**src/rtl/buffer_ring_pkg.sv**
```systemverilog
// rtl/buffer_ring_pkg.sv - shared types and sizing helpers for the buffer ring
package buffer_ring_pkg;

  typedef enum logic {
    MODE_PASS = 1'b0,
    MODE_RING = 1'b1
  } mode_e;

  function automatic int occ_width(input int depth);
    return $clog2(depth + 1);
  endfunction

endpackage

```
**src/rtl/buffer_stage.sv**
```systemverilog
// rtl/buffer_stage.sv - one valid/data register of the ring
// Flush clears only the valid bit; the payload keeps its stale value.
module buffer_stage #(
  parameter int WIDTH = 8
) (
  input  logic             clk,
  input  logic             rst_n,
  input  logic             flush_i,
  input  logic             load_i,
  input  logic             valid_i,
  input  logic [WIDTH-1:0] data_i,
  output logic             valid_o,
  output logic [WIDTH-1:0] data_o
);

  logic             valid_q, valid_d;
  logic [WIDTH-1:0] data_q, data_d;

  always_comb begin
    valid_d = valid_q;
    data_d  = data_q;
    if (flush_i) begin
      valid_d = 1'b0;
    end else if (load_i) begin
      valid_d = valid_i;
      data_d  = data_i;
    end
  end

  always_ff @(posedge clk or negedge rst_n) begin
    if (!rst_n) begin
      valid_q <= 1'b0;
      data_q  <= '0;
    end else begin
      valid_q <= valid_d;
      data_q  <= data_d;
    end
  end

  assign valid_o = valid_q;
  assign data_o  = data_q;

endmodule

```
**src/rtl/buffer_ring.sv**
```systemverilog
// rtl/buffer_ring.sv - elastic valid/ready stage chain that can also recirculate
// PASS streams in_ -> out_; RING rotates all stages every cycle and counts laps.
module buffer_ring
  import buffer_ring_pkg::*;
#(
  parameter int WIDTH = 8,
  parameter int DEPTH = 4,
  parameter int LAPW  = 8
) (
  input  logic                          clk,
  input  logic                          rst_n,
  input  logic                          mode_i,
  input  logic                          flush_i,
  input  logic                          in_valid,
  output logic                          in_ready,
  input  logic [WIDTH-1:0]              in_data,
  output logic                          out_valid,
  input  logic                          out_ready,
  output logic [WIDTH-1:0]              out_data,
  output logic [occ_width(DEPTH)-1:0]   occ_o,
  output logic [LAPW-1:0]               lap_cnt_o
);

  localparam int OW = occ_width(DEPTH);
  localparam int PW = $clog2(DEPTH);

  mode_e            mode;
  logic             ring;
  logic [DEPTH-1:0] stage_valid;
  logic [DEPTH-1:0] stage_rdy;
  logic [DEPTH-1:0] valid_next;
  logic [WIDTH-1:0] stage_data [DEPTH];

  logic [PW-1:0]    phase_q, phase_d;
  logic [LAPW-1:0]  lap_q, lap_d;
  logic [OW-1:0]    occ_q, occ_d;

  assign mode = mode_e'(mode_i);
  assign ring = (mode == MODE_RING);

  // Ready ripples from out_ready towards stage 0: a stage can take data if it is
  // empty or anything downstream of it can move.
  always_comb begin : ready_chain
    logic acc;
    acc       = out_ready;
    stage_rdy = '0;
    for (int k = DEPTH - 1; k >= 0; k--) begin
      acc          = !stage_valid[k] | acc;
      stage_rdy[k] = acc;
    end
  end

  for (genvar k = 0; k < DEPTH; k++) begin : g_stage
    localparam int PREV = (k == 0) ? DEPTH - 1 : k - 1;
    logic             load;
    logic             v_in;
    logic [WIDTH-1:0] d_in;

    assign load = ring | stage_rdy[k];

    if (k == 0) begin : g_head
      assign v_in = ring ? stage_valid[PREV] : in_valid;
      assign d_in = ring ? stage_data[PREV]  : in_data;
    end else begin : g_body
      assign v_in = stage_valid[PREV];
      assign d_in = stage_data[PREV];
    end

    buffer_stage #(.WIDTH(WIDTH)) u_stage (
      .clk     (clk),
      .rst_n   (rst_n),
      .flush_i (flush_i),
      .load_i  (load),
      .valid_i (v_in),
      .data_i  (d_in),
      .valid_o (stage_valid[k]),
      .data_o  (stage_data[k])
    );

    assign valid_next[k] = flush_i ? 1'b0 : (load ? v_in : stage_valid[k]);
  end

  always_comb begin
    occ_d = '0;
    for (int k = 0; k < DEPTH; k++) begin
      occ_d = occ_d + OW'(valid_next[k]);
    end
  end

  // The phase only runs while rotating; leaving RING or flushing restarts it.
  always_comb begin
    phase_d = '0;
    lap_d   = lap_q;
    if (!flush_i && ring) begin
      if (phase_q == PW'(DEPTH - 1)) begin
        lap_d = lap_q + 1'b1;
      end else begin
        phase_d = phase_q + 1'b1;
      end
    end
  end

  always_ff @(posedge clk or negedge rst_n) begin
    if (!rst_n) begin
      phase_q <= '0;
      lap_q   <= '0;
      occ_q   <= '0;
    end else begin
      phase_q <= phase_d;
      lap_q   <= lap_d;
      occ_q   <= occ_d;
    end
  end

  assign in_ready  = rst_n & ~flush_i & ~ring & stage_rdy[0];
  assign out_valid = ~ring & ~flush_i & stage_valid[DEPTH-1];
  assign out_data  = stage_data[DEPTH-1];
  assign occ_o     = occ_q;
  assign lap_cnt_o = lap_q;

endmodule

```
**config.mk**
```make
export PLATFORM = sky130hd
export DESIGN_NAME = buffer_ring
export DESIGN_NICKNAME = d
export VERILOG_FILES = /design/src/rtl/buffer_ring_pkg.sv /design/src/rtl/buffer_stage.sv /design/src/rtl/buffer_ring.sv
export SDC_FILE = /design/constraint.sdc
export NUM_CORES = 1
export LEC_CHECK = 0
export CAP_MARGIN = 10
export CORE_ASPECT_RATIO = 1.5
export CORE_MARGIN = 1
export CORE_UTILIZATION = 61
export DETAILED_ROUTE_END_ITERATION = 10
export DONT_BUFFER_PORTS = 1
export PLACE_DENSITY = 0.77
export SYNTH_ARGS = -nofsm -noshare
export SYNTH_HDL_FRONTEND = slang
export SYNTH_SLANG_ARGS = --single-unit
```
**constraint.sdc**
```tcl
create_clock -name clk -period 5.3 [get_ports clk]
set_input_delay 1.59 -clock clk [delete_from_list [all_inputs] [get_ports clk]]
set_output_delay 1.59 -clock clk [all_outputs]
set_load 0.1 [all_outputs]
```
==> qor.log, run 1 <==
qor: outcome.status finished clean
qor: clock_network.tritoncts.num_buffers 5
qor: worst_hold_path.hp-start phase_q[0]
qor: pwr.vdd_drop_max 377 uV
qor: critical_path.worst-endpoint-required 3.71 ns
qor: detailed_routing.wire_per_inst 18.4 um
qor: clock_network.clockBufferDepth 2
qor: run.maxCapViolations 0
qor: timing.final-max-slew-violation-count 0
qor: grt.overflow 0
qor: clock_network.clkTransAtPathRegs 0.08 ns
qor: cells_and_area.fraction_of_final_layout_cells_sized_beyond_drive_strength_1 0.373
qor: timing.worst_pin_slew 1.00 ns
qor: floorplan.coreArea 3220 sq um
qor: placement.place.detailed.hpwl 2400 um
qor: critical_path.end_kind output pin
qor: yosys.post_synth_inst_count 146
qor: cells_and_area.final_cell_area 2240 sq um
qor: grt.grt_start_max_net_pins 51
qor: clock_network.cts_root_buf clkbuf_8
qor: clock_network.tritoncts_clock_tree built
qor: floorplan.die_x 49.9 um
qor: pwr.internal_power 695 uW
qor: worst_hold_path.timing.hold.worst_endpoint phase_q[0]
qor: detailed_routing.post-route-drc-count 0
qor: clock_network.tritoncts_num_sinks 49
qor: cells_and_area.design.final.nets 169
qor: clock_network.cts_resized 0
qor: grt.global_route_wire_length_before_repair 5820 um
qor: worst_hold_path.worst_hold_path_type reg -> reg
qor: yosys.synth.lib_cells_used.distinct 30
qor: critical_path.worstReg2RegStart g_stage[3].u_stage.valid_o
qor: critical_path.crit_path_max_incr_delay 0.81 ns
qor: yosys.seq_area_frac_synth 0.585
qor: floorplan.std_cell_rows 25
qor: pwr.static-leakage-power 0.00103 uW
qor: critical_path.r2r_cells 7
qor: timing.fmaxAchievable 250 MHz
qor: worst_hold_path.cell_count_of_the_worst_hold_path 1
qor: cells_and_area.final_cells 190
qor: yosys.synth.cell_area 2100 sq um
qor: yosys.postSynthRegisterBits 49
qor: grt.grt_antenna_before_repair 0
qor: yosys.yosysWarnings 0
qor: critical_path.cp_slowest_cell nor3_4
qor: critical_path.regToRegEndpoint occ_o[1]
qor: clock_network.cts_htree_levels 2
qor: floorplan.design.portCount 35
qor: critical_path.timing.reg2reg.setup_slack 2.90 ns
qor: timing.post-route-period-util 0.753
qor: timing.totalNegativeSetupSlack 0 ns
qor: timing.timing.slew.headroom 0.329
qor: floorplan.start_util 0.651
qor: timing.timing.clock.skew 0.00615 ns
qor: floorplan.floorplan_die_height 73.8 um
qor: critical_path.critPathMaxFanout 17
qor: critical_path.crit_buf_inv 0
qor: floorplan.die-area 3680 sq um
qor: placement.port_buffers 0
qor: yosys.post_synthesis_average_cell_area 14.4 sq um
qor: grt.via_count_of_the_first_global_routing_pass 1279
qor: timing.final-hold-violation-count 0
qor: detailed_routing.avg_vias_per_cell 5.93
qor: detailed_routing.finalWirelength 3500 um
qor: detailed_routing.drt-pass1-iter-count 4
qor: placement.placed_cells 183
qor: critical_path.criticalPathCategory in -> out
qor: pwr.power.share.sequential 0.665
qor: clock_network.post_cts_hold_buffer_count 0
qor: yosys.synth_nets 165
qor: placement.place_area 2140 sq um
qor: pwr.pwr-share-comb 0.114
qor: detailed_routing.drt.antenna.violating_nets 0
qor: pwr.total_switching_power 446 uW
qor: pwr.power.switching_fraction 0.391
qor: timing.fin_crit 3.99 ns
qor: clock_network.skew_pair_late_insertion_delay 0.30 ns
qor: detailed_routing.detail_route.iter0.violations 17
qor: clock_network.post-cts-setup-buffers 0
qor: critical_path.critical_path.cell_chain nor3_4
qor: cells_and_area.synthToLayoutAreaGrowth 6.98%
qor: pwr.power_per_cell_area 508 nW/um^2
qor: placement.gp_congestion 0.701
qor: timing.rsz0062_at_grt no
qor: grt.global_route_total_usage_across_every_layer 0.223
qor: pwr.share_clk_of_total_power 0.221
qor: critical_path.cp_top_delay_family simple AND/OR/NAND/NOR gates
qor: detailed_routing.detailroute.via_count 1127
qor: cells_and_area.antenna_cell_count 0
qor: critical_path.critPathLaunchType input port
qor: critical_path.worstPathArrival 2.40 ns
qor: timing.report.final.setup_viol 0
-- worst max path at each step --
stage / slack [ns] / cells past startpoint / endpoint / startpoint
floorplan: 0.47 / 3 / out_valid / flush_i
global placement: 1.33 / 1 / out_valid / flush_i
detailed placement: 1.30 / 1 / out_valid / flush_i
CTS: 1.30 / 1 / out_valid / flush_i
global route: 1.28 / 1 / out_valid / flush_i
finish: 1.31 / 1 / out_valid / flush_i
-- sequential cells by signal, summed over array words and instances, names as in the netlist --
name / flops
lap_cnt_o: 8
g_stage.u_stage.data_o: 32
g_stage.u_stage.valid_o: 4
occ_o: 3
phase_q: 2
-- cells by family after synthesis --
family                     Yosys count  synth area share
buffers and inverters               10            0.0233
muxes                               41             0.220
AOI/OAI and AO/OA                    8            0.0358
and+or+nand+nor                     26            0.0734
DFF                                 49             0.585
adders and majority gates            5            0.0334
xor gates and xnor gates             7            0.0292
-- cell type report --
cell class / count / area [sq um]
Multi-Input combinational cell: 87 / 833
Tap cell: 40 / 50.0
Timing Repair Buffer: 1 / 7.51
Clock buffer: 5 / 68.8
Clock inverter: 2 / 35.0
Fill cell: 230 / 978
Inverter: 6 / 22.5
Sequential cell: 49 / 1230
-- metrics by stage --
step | setup WS, ns | util | total power [uW] | hold WS (ns)
3_3_place_gp | 1.33 | 0.664 | 884 | 0.424
3_5_place_dp | 1.30 | 0.664 | 898 | 0.435
2_1_floorplan | 0.470 | - | 865 | 0.416
6_report | 1.31 | 0.696 | 1140 | 0.443
4_1_cts | 1.30 | 0.696 | 1150 | 0.446
5_1_grt | 1.28 | 0.696 | 1180 | 0.461
-- synthesized netlist by cell type, drive strengths merged --
| master | count | area share |
|---|---|---|
| a21oi | 3 | 0.011 |
| a221o | 1 | 0.0048 |
| a221oi | 1 | 0.0042 |
| a31oi | 3 | 0.016 |
| and3 | 1 | 0.0030 |
| and3b | 2 | 0.0084 |
| buf | 2 | 0.0090 |
| clkbuf | 2 | 0.0036 |
| dfrtp | 49 | 0.58 |
| fa | 1 | 0.0095 |
| ha | 4 | 0.024 |
| inv | 6 | 0.011 |
| mux2 | 41 | 0.22 |
| nand2 | 4 | 0.0072 |
| nand3 | 1 | 0.0024 |
| nand3b | 1 | 0.0036 |
| nand4b | 1 | 0.0042 |
| nor2 | 8 | 0.016 |
| nor3 | 3 | 0.0072 |
| nor3b | 1 | 0.0090 |
| nor4 | 1 | 0.0030 |
| nor4b | 1 | 0.0042 |
| or2 | 2 | 0.0060 |
| xnor2 | 1 | 0.0042 |
| xor2 | 6 | 0.025 |
-- cell usage in the layout, fill, tap and decap left out --
master,instances
a221oi_1,1
and3b_1,2
nor4_1,1
xnor2_1,1
a31oi_4,1
nor2_1,7
clkinv_2,1
bufinv_16,1
inv_1,6
nor4b_1,1
xor2_1,6
a221o_1,1
nor3_4,1
nand2_1,4
a21oi_2,2
dfrtp_1,49
mux2_1,1
or2_2,2
nor3_1,2
nand3b_1,1
nand3_1,1
mux2_2,40
nand4b_1,1
buf_4,1
nor3b_4,1
ha_1,4
clkbuf_8,5
fa_1,1
and3_1,1
nor2_2,1
a31oi_1,2
a21oi_1,1
-- per-layer routing --
metal	up-vias	global-route usage	share of wire
met5	-	0	0
li1	517	-	-
met4	0	0.105	0.020
met3	6	0.0642	0.045
met2	35	0.389	0.52
met1	569	0.250	0.41
-- worst register-to-register path, cell delays in order (launching register included) --
cell and delay [ns]:
dfrtp_1 0.39, nor3b_4 0.44, a31oi_1 0.17, or2_2 0.31
fa_1 0.50, inv_1 0.05, ha_1 0.18, ha_1 0.27
-- power by group through the flow --
stage | clock network, uW | registers (uW) | logic [uW]
2_1_floorplan | 0 | 745 | 120
3_3_place_gp | 0 | 761 | 124
3_5_place_dp | 0 | 768 | 131
4_1_cts | 262 | 759 | 132
5_1_grt | 270 | 772 | 142
6_report | 252 | 759 | 130
(Power assumes the default switching activity.)
==> run 2, diff against run 1 <==
Settings changed: CORE_UTILIZATION 61 to 55, PLACE_DENSITY 0.77 to 0.73.
Clock period 5.3 ns to 3.2 ns, I/O delays scaled along.
==> run 2 against run 1 <==
- combinational power grew 65%
- sequential cell count is the same
- sequential share of layout area shrank 0.061 points
- non-clock buffer count grew 2
- power grew 60%
- utilization shrank 8.1 points
- die area grew 11%
- setup slack lost 0.93 ns
- hold slack lost 0.10 ns
- cell area grew 0.11%
- clock-buffer cell count is the same
- critical endpoint is now in_ready
- largest cell class unchanged
==> qor.log, run 2 (same netlist as run 1, synthesis figures left out) <==
qor: detailed_routing.wire_per_inst 18.0 um [-2.2%]
qor: floorplan.die-area 4070 sq um [+11%]
qor: clock_network.post_cts_hold_buffer_count 0 [unchanged]
qor: floorplan.std_cell_rows 27 [+8.0%]
qor: detailed_routing.detail_route.iter0.violations 21 [+4]
qor: cells_and_area.final_core_util 0.616 [-0.0807]
qor: grt.global_route_wire_length_before_repair 5760 um [-0.95%]
qor: critical_path.criticalPathCategory reg -> out
qor: floorplan.coreArea 3650 sq um [+13%]
qor: floorplan.start_util 0.575 [-0.0761]
qor: grt.global_route_total_usage_across_every_layer 0.195 [-0.0280]
qor: clock_network.clkTransAtPathRegs 0.09 ns [about the same]
qor: clock_network.tritoncts_clock_tree built
qor: clock_network.skew_pair_late_insertion_delay 0.30 ns [about the same]
qor: placement.gp_congestion 0.804 [+15%]
qor: clock_network.post-cts-setup-buffers 0 [unchanged]
qor: detailed_routing.avg_vias_per_cell 5.82 [-1.9%]
qor: timing.final-hold-violation-count 0 [unchanged]
qor: critical_path.worstPathArrival 1.86 ns [-0.54 ns]
qor: grt.overflow 0 [unchanged]
qor: timing.final-max-slew-violation-count 0 [unchanged]
qor: placement.port_buffers 0 [unchanged]
qor: critical_path.cp_startpoint g_stage[2].u_stage.valid_o
qor: cells_and_area.final_common_cell dfrtp_1
qor: critical_path.regToRegEndpoint occ_o[1]
qor: placement.dp_slack 0.378 ns [-0.923 ns]
qor: cells_and_area.design.final.nets 171 [+1.2%]
qor: detailed_routing.finalWirelength 3530 um [+0.92%]
qor: placement.place.detailed.hpwl 2400 um [-0.40%]
qor: detailed_routing.detailroute.via_count 1141 [+1.2%]
qor: timing.layout_setup_ws 0.380 ns [-0.927 ns]
qor: critical_path.worstReg2RegStart g_stage[2].u_stage.valid_o
qor: cells_and_area.largest_reg_flops 32 [unchanged]
qor: cells_and_area.commonest_non_fill_non_tap_cells_in_the_layout dfrtp_1 (49), mux2_2 (40), nor2_1 (7), inv_1 (6), xor2_1 (6)
qor: timing.fin_crit 2.82 ns
qor: critical_path.worst-endpoint-required 2.24 ns [-1.47 ns]
qor: critical_path.critPathMaxFanout 6 [-11]
qor: floorplan.design.portCount 35 [unchanged]
qor: timing.report.final.setup_viol 0 [unchanged]
qor: critical_path.r2r_cells 7 [unchanged]
qor: outcome.status finished clean
qor: cells_and_area.synthToLayoutAreaGrowth 7.10%
qor: critical_path.timing.reg2reg.setup_slack 0.76 ns [-2.14 ns]
qor: pwr.static-leakage-power 0.00103 uW [about the same]
qor: clock_network.tritoncts_num_sinks 49 [unchanged]
qor: clock_network.cts_root_buf clkbuf_8
qor: timing.post-route-period-util 0.881
qor: detailed_routing.drt-pass1-iter-count 4 [unchanged]
qor: cells_and_area.fraction_of_final_layout_cells_sized_beyond_drive_strength_1 0.392 [+0.0188]
qor: cells_and_area.antenna_cell_count 0 [unchanged]
qor: timing.worst_pin_slew 0.997 ns [-0.00657 ns]
qor: grt.grt_antenna_before_repair 0 [unchanged]
qor: timing.timing.clock.skew 0.00831 ns [+0.00216 ns]
qor: run.maxCapViolations 0 [unchanged]
qor: detailed_routing.post-route-drc-count 0 [unchanged]
qor: pwr.fin_total_pwr 1820 uW [+60%]
qor: clock_network.cts_htree_levels 2 [unchanged]
qor: clock_network.clockBufferDepth 2 [unchanged]
qor: worst_hold_path.worst_hold_path_type in -> async
qor: grt.via_count_of_the_first_global_routing_pass 1268 [-0.86%]
qor: critical_path.critPathLaunchType flip-flop
qor: clock_network.tritoncts.num_buffers 5 [unchanged]
qor: timing.totalNegativeSetupSlack 0 ns [unchanged]
qor: pwr.vdd_drop_max 550 uV [+46%]
qor: clock_network.cts_resized 0 [unchanged]
qor: detailed_routing.drt.antenna.violating_nets 0 [unchanged]
qor: pwr.power_per_cell_area 810 nW/um^2 [+59%]
qor: timing.timing.slew.headroom 0.335 [+0.00656]
qor: timing.fmaxAchievable 355 MHz
qor: floorplan.floorplan_die_height 77.6 um [+5.2%]
qor: grt.grt_start_max_net_pins 51 [unchanged]
qor: floorplan.die_x 52.4 um [+5.1%]
qor: timing.rsz0062_at_grt no
qor: critical_path.end_kind output pin
## run 2: cell count changes in the layout (fill, tap and decap cells not counted)
| cell | previous run | this run |
|---|---|---|
| and3b_1 | 2 | 1 |
| and3b_2 | 0 | 1 |
| buf_4 | 1 | 3 |
| bufinv_16 | 1 | 0 |
| clkinv_2 | 1 | 2 |
| clkinvlp_4 | 0 | 1 |
## run 2: how the worst max path moves through the flow
| stage | endpoint | cells after the start |
|---|---|---|
| finish | in_ready | 3 |
| global route | in_ready | 3 |
| CTS | in_ready | 3 |
| detailed placement | occ_o[1] | 8 |
| global placement | occ_o[1] | 8 |
| floorplan | out_valid | 3 |
## run 2: metal layers
layer | up-vias | wire, um | global-route usage
li1 | 521 | - | -
met5 | - | 0 | 0
met2 | 32 | 1880 | 0.330
met3 | 6 | 183 | 0.0627
met1 | 582 | 1410 | 0.219
met4 | 0 | 58 | 0.0789
## run 2: cell type report
| cell class | instances | area (sq um) |
|---|---|---|
| clock buffers | 5 | 68.8 |
| clock inverters | 3 | 17.5 |
| fillers | 284 | 1400 |
| inverters | 6 | 22.5 |
| multi-input cells | 87 | 835 |
| flip-flops and latches | 49 | 1230 |
| well taps | 43 | 53.8 |
| repair buffers | 3 | 22.5 |
## run 2: per-stage QoR
step / hold WS [ns] / cells / cell area [sq um]
6_report: 0.342 / 196 / 2250
2_1_floorplan: 0.416 / 146 / 2110
3_5_place_dp: 0.434 / 188 / 2160
5_1_grt: 0.326 / 196 / 2250
4_1_cts: 0.336 / 196 / 2250
3_3_place_gp: 0.425 / 188 / 2160
## run 2: critical path, stage by stage, from the launching register on
cell	delay [ns]
dfrtp_1	0.48
and3_1	0.22
a31oi_1	0.29
and3b_2	0.57
## run 2: report_power, final
| part | switching, uW | internal (uW) | total, uW |
|---|---|---|---|
| registers | 479 | 773 | 1250 |
| logic | 64.0 | 150 | 214 |
| clock network | 202 | 151 | 353 |
| total | 745 | 1070 | 1820 |
